===== config.mk =====
export PLATFORM = sky130hd
export DESIGN_NAME = pipe_hazard_ctrl_flat
export DESIGN_NICKNAME = d
export VERILOG_FILES = /design/src/rtl/pipe_hazard_ctrl_if.sv /design/src/rtl/pipe_hazard_ctrl.sv /design/src/flat_wrapper.sv
export SDC_FILE = /design/constraint.sdc
export NUM_CORES = 1
export LEC_CHECK = 0
export ABC_AREA = 1
export CORE_MARGIN = 3
export CORE_UTILIZATION = 44
export CTS_BUF_LIST = sky130_fd_sc_hd__clkbuf_2
export DETAILED_ROUTE_END_ITERATION = 16
export GPL_TIMING_DRIVEN = 0
export PLACE_DENSITY = 0.85
export SYNTH_ARGS = -nofsm -noshare
export SYNTH_HDL_FRONTEND = slang
export SYNTH_SLANG_ARGS = --single-unit

===== constraint.sdc =====
create_clock -name i_clk -period 1.85 [get_ports i_clk]
set_input_delay 0.37 -clock i_clk [delete_from_list [all_inputs] [get_ports i_clk]]
set_output_delay 0.37 -clock i_clk [all_outputs]
set_load 0.03 [all_outputs]

===== src/rtl/pipe_hazard_ctrl_if.sv =====
// Pipeline-to-hazard-controller bundle. The pipeline drives the master side and the controller is the slave side.
// The perf counter outputs exist only when HAZARD_PERF_EN is defined.
interface pipe_hazard_ctrl_if;
    logic [4:0] i_addr_Drs;
    logic [4:0] i_addr_Drt;
    logic [4:0] i_addr_Ert;
    logic       i_con_Ememread;
    logic       i_con_Dbranch_taken;
    logic       i_con_Djump;
    logic       i_con_Emuldiv_start;
    logic       i_con_Emuldiv_div;
    logic       i_con_Dmuldiv_use;
    logic       o_con_Fstall;
    logic       o_con_Dstall;
    logic       o_con_Eflush;
    logic       o_con_Dflush;
    logic       o_con_muldiv_busy;
    logic       o_con_muldiv_done;
`ifdef HAZARD_PERF_EN
    logic [31:0] o_data_stallcnt;
    logic [31:0] o_data_flushcnt;
`endif

    modport master (
        output i_addr_Drs, i_addr_Drt, i_addr_Ert, i_con_Ememread,
               i_con_Dbranch_taken, i_con_Djump, i_con_Emuldiv_start,
               i_con_Emuldiv_div, i_con_Dmuldiv_use,
`ifdef HAZARD_PERF_EN
        input  o_data_stallcnt, o_data_flushcnt,
`endif
        input  o_con_Fstall, o_con_Dstall, o_con_Eflush, o_con_Dflush,
               o_con_muldiv_busy, o_con_muldiv_done
    );

    modport slave (
        input  i_addr_Drs, i_addr_Drt, i_addr_Ert, i_con_Ememread,
               i_con_Dbranch_taken, i_con_Djump, i_con_Emuldiv_start,
               i_con_Emuldiv_div, i_con_Dmuldiv_use,
`ifdef HAZARD_PERF_EN
        output o_data_stallcnt, o_data_flushcnt,
`endif
        output o_con_Fstall, o_con_Dstall, o_con_Eflush, o_con_Dflush,
               o_con_muldiv_busy, o_con_muldiv_done
    );
endinterface


===== src/rtl/pipe_hazard_ctrl.sv =====
// Load-use / branch-flush hazard unit with a multi-cycle mult/div sequencer.
// Define HAZARD_PERF_EN to add saturating stall and flush cycle counters.
module pipe_hazard_ctrl #(
    parameter int MUL_CYCLES = 4,
    parameter int DIV_CYCLES = 32,
    parameter int CNT_W      = 6
) (
    input  logic              i_clk,
    input  logic              i_nrst,
    pipe_hazard_ctrl_if.slave hz
);
    typedef enum logic [1:0] {IDLE = 2'd0, BUSY = 2'd1, DONE = 2'd2} md_state_t;

    // Loaded with cycles-2: one cycle is spent entering BUSY and one in DONE.
    localparam logic [CNT_W-1:0] MUL_LOAD = CNT_W'(MUL_CYCLES - 2);
    localparam logic [CNT_W-1:0] DIV_LOAD = CNT_W'(DIV_CYCLES - 2);

    md_state_t        state_q, state_d;
    logic [CNT_W-1:0] cnt_q, cnt_d;
    logic             busy_q, busy_d;
    logic             done_q, done_d;
    logic             lu, md, stall, dflush;

    always_comb begin
        lu = hz.i_con_Ememread && (hz.i_addr_Ert != 5'd0) &&
             ((hz.i_addr_Ert == hz.i_addr_Drs) || (hz.i_addr_Ert == hz.i_addr_Drt));
        md     = busy_q & hz.i_con_Dmuldiv_use;
        // Gated by reset so combinational outputs are also held low during reset.
        stall  = i_nrst & (lu | md);
        dflush = i_nrst & (hz.i_con_Dbranch_taken | hz.i_con_Djump) & ~stall;
    end

    assign hz.o_con_Fstall      = stall;
    assign hz.o_con_Dstall      = stall;
    assign hz.o_con_Eflush      = stall;
    assign hz.o_con_Dflush      = dflush;
    assign hz.o_con_muldiv_busy = busy_q;
    assign hz.o_con_muldiv_done = done_q;

    always_comb begin
        state_d = state_q;
        cnt_d   = cnt_q;
        case (state_q)
            IDLE: begin
                if (hz.i_con_Emuldiv_start) begin
                    state_d = BUSY;
                    cnt_d   = hz.i_con_Emuldiv_div ? DIV_LOAD : MUL_LOAD;
                end
            end
            BUSY: begin
                if (cnt_q == '0) state_d = DONE;
                else             cnt_d   = cnt_q - 1'b1;
            end
            DONE: begin
                if (hz.i_con_Emuldiv_start) begin
                    state_d = BUSY;
                    cnt_d   = hz.i_con_Emuldiv_div ? DIV_LOAD : MUL_LOAD;
                end else begin
                    state_d = IDLE;
                end
            end
            default: state_d = IDLE;
        endcase
        busy_d = (state_d == BUSY);
        done_d = (state_d == DONE);
    end

    always_ff @(posedge i_clk or negedge i_nrst) begin
        if (!i_nrst) begin
            state_q <= IDLE;
            cnt_q   <= '0;
            busy_q  <= 1'b0;
            done_q  <= 1'b0;
        end else begin
            state_q <= state_d;
            cnt_q   <= cnt_d;
            busy_q  <= busy_d;
            done_q  <= done_d;
        end
    end

`ifdef HAZARD_PERF_EN
    logic [31:0] stallcnt_q, stallcnt_d;
    logic [31:0] flushcnt_q, flushcnt_d;

    always_comb begin
        stallcnt_d = stallcnt_q;
        flushcnt_d = flushcnt_q;
        if (stall  && (stallcnt_q != 32'hFFFF_FFFF)) stallcnt_d = stallcnt_q + 32'd1;
        if (dflush && (flushcnt_q != 32'hFFFF_FFFF)) flushcnt_d = flushcnt_q + 32'd1;
    end

    always_ff @(posedge i_clk or negedge i_nrst) begin
        if (!i_nrst) begin
            stallcnt_q <= '0;
            flushcnt_q <= '0;
        end else begin
            stallcnt_q <= stallcnt_d;
            flushcnt_q <= flushcnt_d;
        end
    end

    assign hz.o_data_stallcnt = stallcnt_q;
    assign hz.o_data_flushcnt = flushcnt_q;
`endif
endmodule


===== src/flat_wrapper.sv =====
// flat-port wrapper written by rule: the top's interface ports become plain ports
module pipe_hazard_ctrl_flat 
#(
    parameter int MUL_CYCLES = 4,
    parameter int DIV_CYCLES = 32,
    parameter int CNT_W      = 6
)
  (i_clk, i_nrst, hz_i_addr_Drs, hz_i_addr_Drt, hz_i_addr_Ert, hz_i_con_Ememread, hz_i_con_Dbranch_taken, hz_i_con_Djump, hz_i_con_Emuldiv_start, hz_i_con_Emuldiv_div, hz_i_con_Dmuldiv_use, hz_o_con_Fstall, hz_o_con_Dstall, hz_o_con_Eflush, hz_o_con_Dflush, hz_o_con_muldiv_busy, hz_o_con_muldiv_done);
  pipe_hazard_ctrl_if hz_i ();
  input  logic i_clk;
  input  logic i_nrst;
  input wire logic [$bits(hz_i.i_addr_Drs)-1:0] hz_i_addr_Drs;
  input wire logic [$bits(hz_i.i_addr_Drt)-1:0] hz_i_addr_Drt;
  input wire logic [$bits(hz_i.i_addr_Ert)-1:0] hz_i_addr_Ert;
  input wire logic [$bits(hz_i.i_con_Ememread)-1:0] hz_i_con_Ememread;
  input wire logic [$bits(hz_i.i_con_Dbranch_taken)-1:0] hz_i_con_Dbranch_taken;
  input wire logic [$bits(hz_i.i_con_Djump)-1:0] hz_i_con_Djump;
  input wire logic [$bits(hz_i.i_con_Emuldiv_start)-1:0] hz_i_con_Emuldiv_start;
  input wire logic [$bits(hz_i.i_con_Emuldiv_div)-1:0] hz_i_con_Emuldiv_div;
  input wire logic [$bits(hz_i.i_con_Dmuldiv_use)-1:0] hz_i_con_Dmuldiv_use;
  output wire logic [$bits(hz_i.o_con_Fstall)-1:0] hz_o_con_Fstall;
  output wire logic [$bits(hz_i.o_con_Dstall)-1:0] hz_o_con_Dstall;
  output wire logic [$bits(hz_i.o_con_Eflush)-1:0] hz_o_con_Eflush;
  output wire logic [$bits(hz_i.o_con_Dflush)-1:0] hz_o_con_Dflush;
  output wire logic [$bits(hz_i.o_con_muldiv_busy)-1:0] hz_o_con_muldiv_busy;
  output wire logic [$bits(hz_i.o_con_muldiv_done)-1:0] hz_o_con_muldiv_done;
  assign hz_i.i_addr_Drs = hz_i_addr_Drs;
  assign hz_i.i_addr_Drt = hz_i_addr_Drt;
  assign hz_i.i_addr_Ert = hz_i_addr_Ert;
  assign hz_i.i_con_Ememread = hz_i_con_Ememread;
  assign hz_i.i_con_Dbranch_taken = hz_i_con_Dbranch_taken;
  assign hz_i.i_con_Djump = hz_i_con_Djump;
  assign hz_i.i_con_Emuldiv_start = hz_i_con_Emuldiv_start;
  assign hz_i.i_con_Emuldiv_div = hz_i_con_Emuldiv_div;
  assign hz_i.i_con_Dmuldiv_use = hz_i_con_Dmuldiv_use;
  assign hz_o_con_Fstall = hz_i.o_con_Fstall;
  assign hz_o_con_Dstall = hz_i.o_con_Dstall;
  assign hz_o_con_Eflush = hz_i.o_con_Eflush;
  assign hz_o_con_Dflush = hz_i.o_con_Dflush;
  assign hz_o_con_muldiv_busy = hz_i.o_con_muldiv_busy;
  assign hz_o_con_muldiv_done = hz_i.o_con_muldiv_done;
  pipe_hazard_ctrl #(.MUL_CYCLES(MUL_CYCLES), .DIV_CYCLES(DIV_CYCLES), .CNT_W(CNT_W)) u_core (.i_clk(i_clk), .i_nrst(i_nrst), .hz(hz_i));
endmodule

# Word-level counts from Yosys, hierarchy flattened
# Index checks and enable logic that the tools add are counted.
dict set report totals {
  register_bits 10
  in_bits 23
}
dict set report classes {
  n_bitwise 7
  eq_ne 8
  n_reduce_logical 9
  add_sub_neg 1
  mux 8
}
# operator n
set ops {}
lappend ops {{6-bit 2-to-1 mux} 2}
lappend ops {{6-bit case mux with 2 select lines} 1}
lappend ops {{5-bit == test} 2}
lappend ops {{6-bit zero test} 1}
lappend ops {{2-bit case mux with 3 select lines} 1}
lappend ops {{6-bit by 1-bit subtractor with 6-bit output (second input constant)} 1}
lappend ops {{5-bit 2-to-1 mux} 1}
lappend ops {{5-bit nonzero test} 1}
lappend ops {{1-bit bitwise AND} 4}
lappend ops {{2-bit by 1-bit == test with 1-bit output (second input constant)} 2}
lappend ops {{2-bit == test (second input constant)} 2}
lappend ops {{2-bit 2-to-1 mux} 2}
lappend ops {{3-bit AND reduction} 1}
lappend ops {{1-bit logical AND} 2}
lappend ops {{2-bit zero test} 1}
lappend ops {{2-bit by 1-bit inequality test with 1-bit output (second input constant)} 1}
lappend ops {{2-bit inequality test (second input constant)} 1}
lappend ops {{1-bit OR} 2}
lappend ops {{2-bit nonzero test} 1}
lappend ops {{2-bit OR reduction} 1}
lappend ops {{1-bit logical OR} 1}
lappend ops {{1-bit 2-to-1 mux} 1}
lappend ops {{1-bit inverter} 1}

# Longest topological paths before layout
dict set report logic_depth {
  word_depth 7
  ltp_mapped 10
}

# Least setup slack after synthesis
# No wires, ideal clock.
dict set report synth_timing {
  path_kind {in2out}
  startpoint {input hz_i_addr_Ert[4]}
  endpoint {output hz_o_con_Eflush}
  t_required_ps 1480
  arrival_ps 1597
  slack_ps -117
  cell_stages 9
  path_cell_list {inv_1 -> nand2_1 -> nand2_1 -> nor2_1 -> nand3_1 -> nand2_1 -> nand2_1 -> a21oi_1 -> buf_4}
}
dict set report synth_between {
  elab_chain_len 5
  word_cells_on_any_way 8
  cone_classes {eq/ne: 2; bitwise: 2; reduce/logical: 4}
}
# element line_no
set synth_rtl {}
lappend synth_rtl {{from (decl)} flat_wrapper.sv:14} ;# input wire logic [$bits(hz_i.i_addr_Ert)-1:0] hz_i_addr_Ert;
lappend synth_rtl {{5-bit == test / 5-bit nonzero test (equally long branches)} {pipe_hazard_ctrl.sv:26, pipe_hazard_ctrl.sv:25}}
lappend synth_rtl {{1-bit logical OR / 1-bit logical AND (equally long branches)} {pipe_hazard_ctrl.sv:26, pipe_hazard_ctrl.sv:25}}
lappend synth_rtl {{1-bit logical AND (*)} pipe_hazard_ctrl.sv:25} ;# lu = hz.i_con_Ememread && (hz.i_addr_Ert != 5'd0) &&
lappend synth_rtl {{1-bit OR (*)} pipe_hazard_ctrl.sv:29} ;# stall = i_nrst & (lu | md);
lappend synth_rtl {{1-bit bitwise AND (*)} pipe_hazard_ctrl.sv:29}
lappend synth_rtl {{to (decl)} flat_wrapper.sv:23} ;# output wire logic [$bits(hz_i.o_con_Eflush)-1:0] hz_o_con_Eflush;
# Mark *: on every way between the ends. The rest lies on a longest branch, timed or not.

# Worst setup path after layout
dict set report layout_timing {
  startpoint {input hz_i_addr_Drt[3]}
  endpoint {output hz_o_con_Fstall}
}
dict set report layout_between {
  elab_chain_len 5
}
# element line_no
set layout_rtl {}
lappend layout_rtl {{from (decl)} flat_wrapper.sv:13} ;# input wire logic [$bits(hz_i.i_addr_Drt)-1:0] hz_i_addr_Drt;
lappend layout_rtl {{5-bit == test} pipe_hazard_ctrl.sv:26} ;# ((hz.i_addr_Ert == hz.i_addr_Drs) || (hz.i_addr_Ert == hz.i_addr_Drt));
lappend layout_rtl {{1-bit logical OR} pipe_hazard_ctrl.sv:26}
lappend layout_rtl {{1-bit logical AND} pipe_hazard_ctrl.sv:25}
lappend layout_rtl {{1-bit OR} pipe_hazard_ctrl.sv:29}
lappend layout_rtl {{1-bit bitwise AND} pipe_hazard_ctrl.sv:29}
lappend layout_rtl {{to (decl)} flat_wrapper.sv:21} ;# output wire logic [$bits(hz_i.o_con_Fstall)-1:0] hz_o_con_Fstall;
# No other way between the ends.

==> impl_metrics.tcl <==
set metrics [dict create \
    ant_nets 0 \
    start_util_pct 47.6 \
    finalSetupViolCount 0 \
    avgSynthCellArea_um2 6.49 \
    slew_violations 0 \
    yosysTopAreaCellShare_pct 34.1 \
    fin_worst_skew_ns 0.00395 \
    synth.largest_area_cell "dfrtp_1" \
    clkLatencyLatePin_ns 0.25 \
    antennaDiodeCount 0 \
    maxSlewHeadroom_pct 69.1 \
    dpl_cell_area_um2 1040 \
    syn_nets 137 \
    final_cell_mix "32 x nand2_1, 19 x inv_1, 14 x nor2_1, 11 x clkbuf_2, 10 x dfrtp_1" \
    hold_viol 0 \
    drtPass1Iterations 4 \
    fillCellCount 138 \
    grt_pass1_vias 668 \
    reg2reg_from "u_core.cnt_q[0]$_DFFE_PN0P_" \
    powerDensity_nw_per_um2 1070 \
    dp_cells 157 \
    status "completed" \
    fp.coreArea_um2 1540 \
    cap_violations 0 \
    hold_ws_ns 0.137 \
    nNetsFinal 171 \
    drive_above_1_share_pct 24.1 \
    grt_use_total_pct 17.4 \
    vdd_drop_max_uv 716 \
    timing.rr.end "u_core.cnt_q[4]$_DFFE_PN0P_" \
    syn_area_um2 733 \
    io_buffers 28 \
    crit_path_max_fanout 3 \
    leakage_nw 0.585 \
    ys_ff_latch 10 \
    die_h_um 46.8 \
    clk_path_buf_depth 2 \
    grt_start_max_net_pins 13 \
    antenna_found_initial 0 \
    dp_hpwl_mm 1.37 \
    fin_crit_sh_pct 95.3 \
    period_minus_slack_ns 1.76 \
    start_kind "input port" \
    gp_congestion 0.827 \
    drtIter0Drc 13 \
    fmax_mhz 567 \
    path_clk_slew_ns 0.08 \
    layout.cells.most_common "nand2_1" \
    rows 14 \
    worstRegToRegCells 9 \
    crit_arrival_ns 1.39 \
    hold_path_class "in -> async" \
    grt_pass1_wl_mm 2.71 \
    stdcell_area_um2 992 \
    synth-seq-area-share_pct 34.1 \
    io_pins 29 \
    cts_root_buffer "clkbuf_2" \
    overflow 0 \
    worst_ep_required_time_ns 1.48 \
    total_power_mw 1.06 \
    path_class "in -> out" \
    cts_buffers 3 \
    grt_setup_unrepaired "no" \
    cp-end-kind "output port" \
    die_w_um 46.8 \
    cts_htree_levels 1 \
    drc 0 \
    dieArea_um2 2190 \
    r2r_slack_ns 0.36 \
    postLayoutCoreUtil_pct 64.4 \
    area_delta_synth_final_pct 35.3 \
    routed_wl_mm 1.68 \
    syn_inst 113 \
    vias 787 \
    yosysWarnings 0 \
    cts_tree "built" \
    postCtsHoldBufs 0 \
    ys_types 19 \
    vias_per_cell 4.89 \
    wl_per_cell_um 10.4 \
    worst_pin_slew_ns 0.464 \
    fin_cells 161 \
    netlist_top_cells_area "dfrtp_1 34%, nand2_1 17%, inv_1 11%" \
    clock_sinks 10 \
]
## cell usage after synthesis, drive strengths merged
cell type / instances
ha: 1
dfrtp: 10
nor2: 17
xnor2: 2
o21ai: 8
nand2: 35
a22oi: 2
a21oi: 1
nand3: 5
a31oi: 2
inv: 23
nand4: 1
nor3: 4
buf: 2
## cell type report
class,instances,area (µm²),area share (%)
Multi-Input combinational cell,78,388,39.1
Sequential cell,10,250,25.2
Timing Repair Buffer,29,218,21.9
Inverter,23,86.3,8.70
Tap cell,16,20.0,2.02
Clock buffer,3,15.0,1.51
Buffer,2,15.0,1.51
## worst max path at each step
stage | end | start | slack, ns
floorplan | hz_o_con_Eflush | hz_i_addr_Ert[4] | 0.1
global placement | hz_o_con_Fstall | hz_i_addr_Ert[4] | -0.85
detailed placement | hz_o_con_Fstall | hz_i_addr_Ert[4] | -0.89
CTS | hz_o_con_Fstall | hz_i_addr_Drt[4] | 0.007
global route | hz_o_con_Fstall | hz_i_addr_Ert[3] | 0.008
finish | hz_o_con_Fstall | hz_i_addr_Drt[3] | 0.09
## routing by layer
layer	wire length, µm	GRT usage [%]	up-vias
met2	769	28.5	34
met1	716	21.6	336
met5	0	0	-
met3	177	7.66	4
met4	19	2.76	0
li1	-	-	413
## metrics by stage
stage                     TNS (ns)  setup slack, ns
after floorplan                  0           0.0957
after CTS                        0          0.00651
after global placement       -3.11           -0.849
after detailed placement     -3.25           -0.895
final                            0           0.0877
after global routing             0          0.00838
## power by group
| group | internal, mW | switching, mW | total [mW] |
|---|---|---|---|
| clock | 0.0442 | 0.0647 | 0.109 |
| sequential | 0.308 | 0.0683 | 0.376 |
| combinational | 0.225 | 0.351 | 0.575 |
## state kept, by name, summed over array words and instances, names as in the netlist
| signal | flops |
|---|---|
| u_core.hz.o_con_muldiv_done | 1 |
| u_core.hz.o_con_muldiv_busy | 1 |
| u_core.cnt_q | 6 |
| u_core.state_q | 2 |
## critical path, cell delays in order
cell,delay (ns)
dlygate4sd2_1,0.24
xnor2_1,0.16
nand3_1,0.08
nand2_1,0.08
nand2_2,0.06
a21oi_2,0.15
buf_4,0.13
buf_6,0.12
## what timing repair did
item	in CTS	in global routing
pin swaps	16	9
setup buffers	0	1
endpoints found under the setup margin	4	4
resized for setup	59	20
## kinds of logic (layout without fill, tap and decap cells)
family	Yosys count	count (layout)	synth area share, %
buffers and inverters	25	57	13.8
AND/OR/NAND/NOR	62	62	38.1
adder cells (fa/ha/maj)	1	1	1.71
AO/OA/AOI/OAI	13	13	9.90
XOR/XNOR	2	2	2.39
flip-flops	10	10	34.1
No activity file was read; power rests on OpenSTA's default activity.
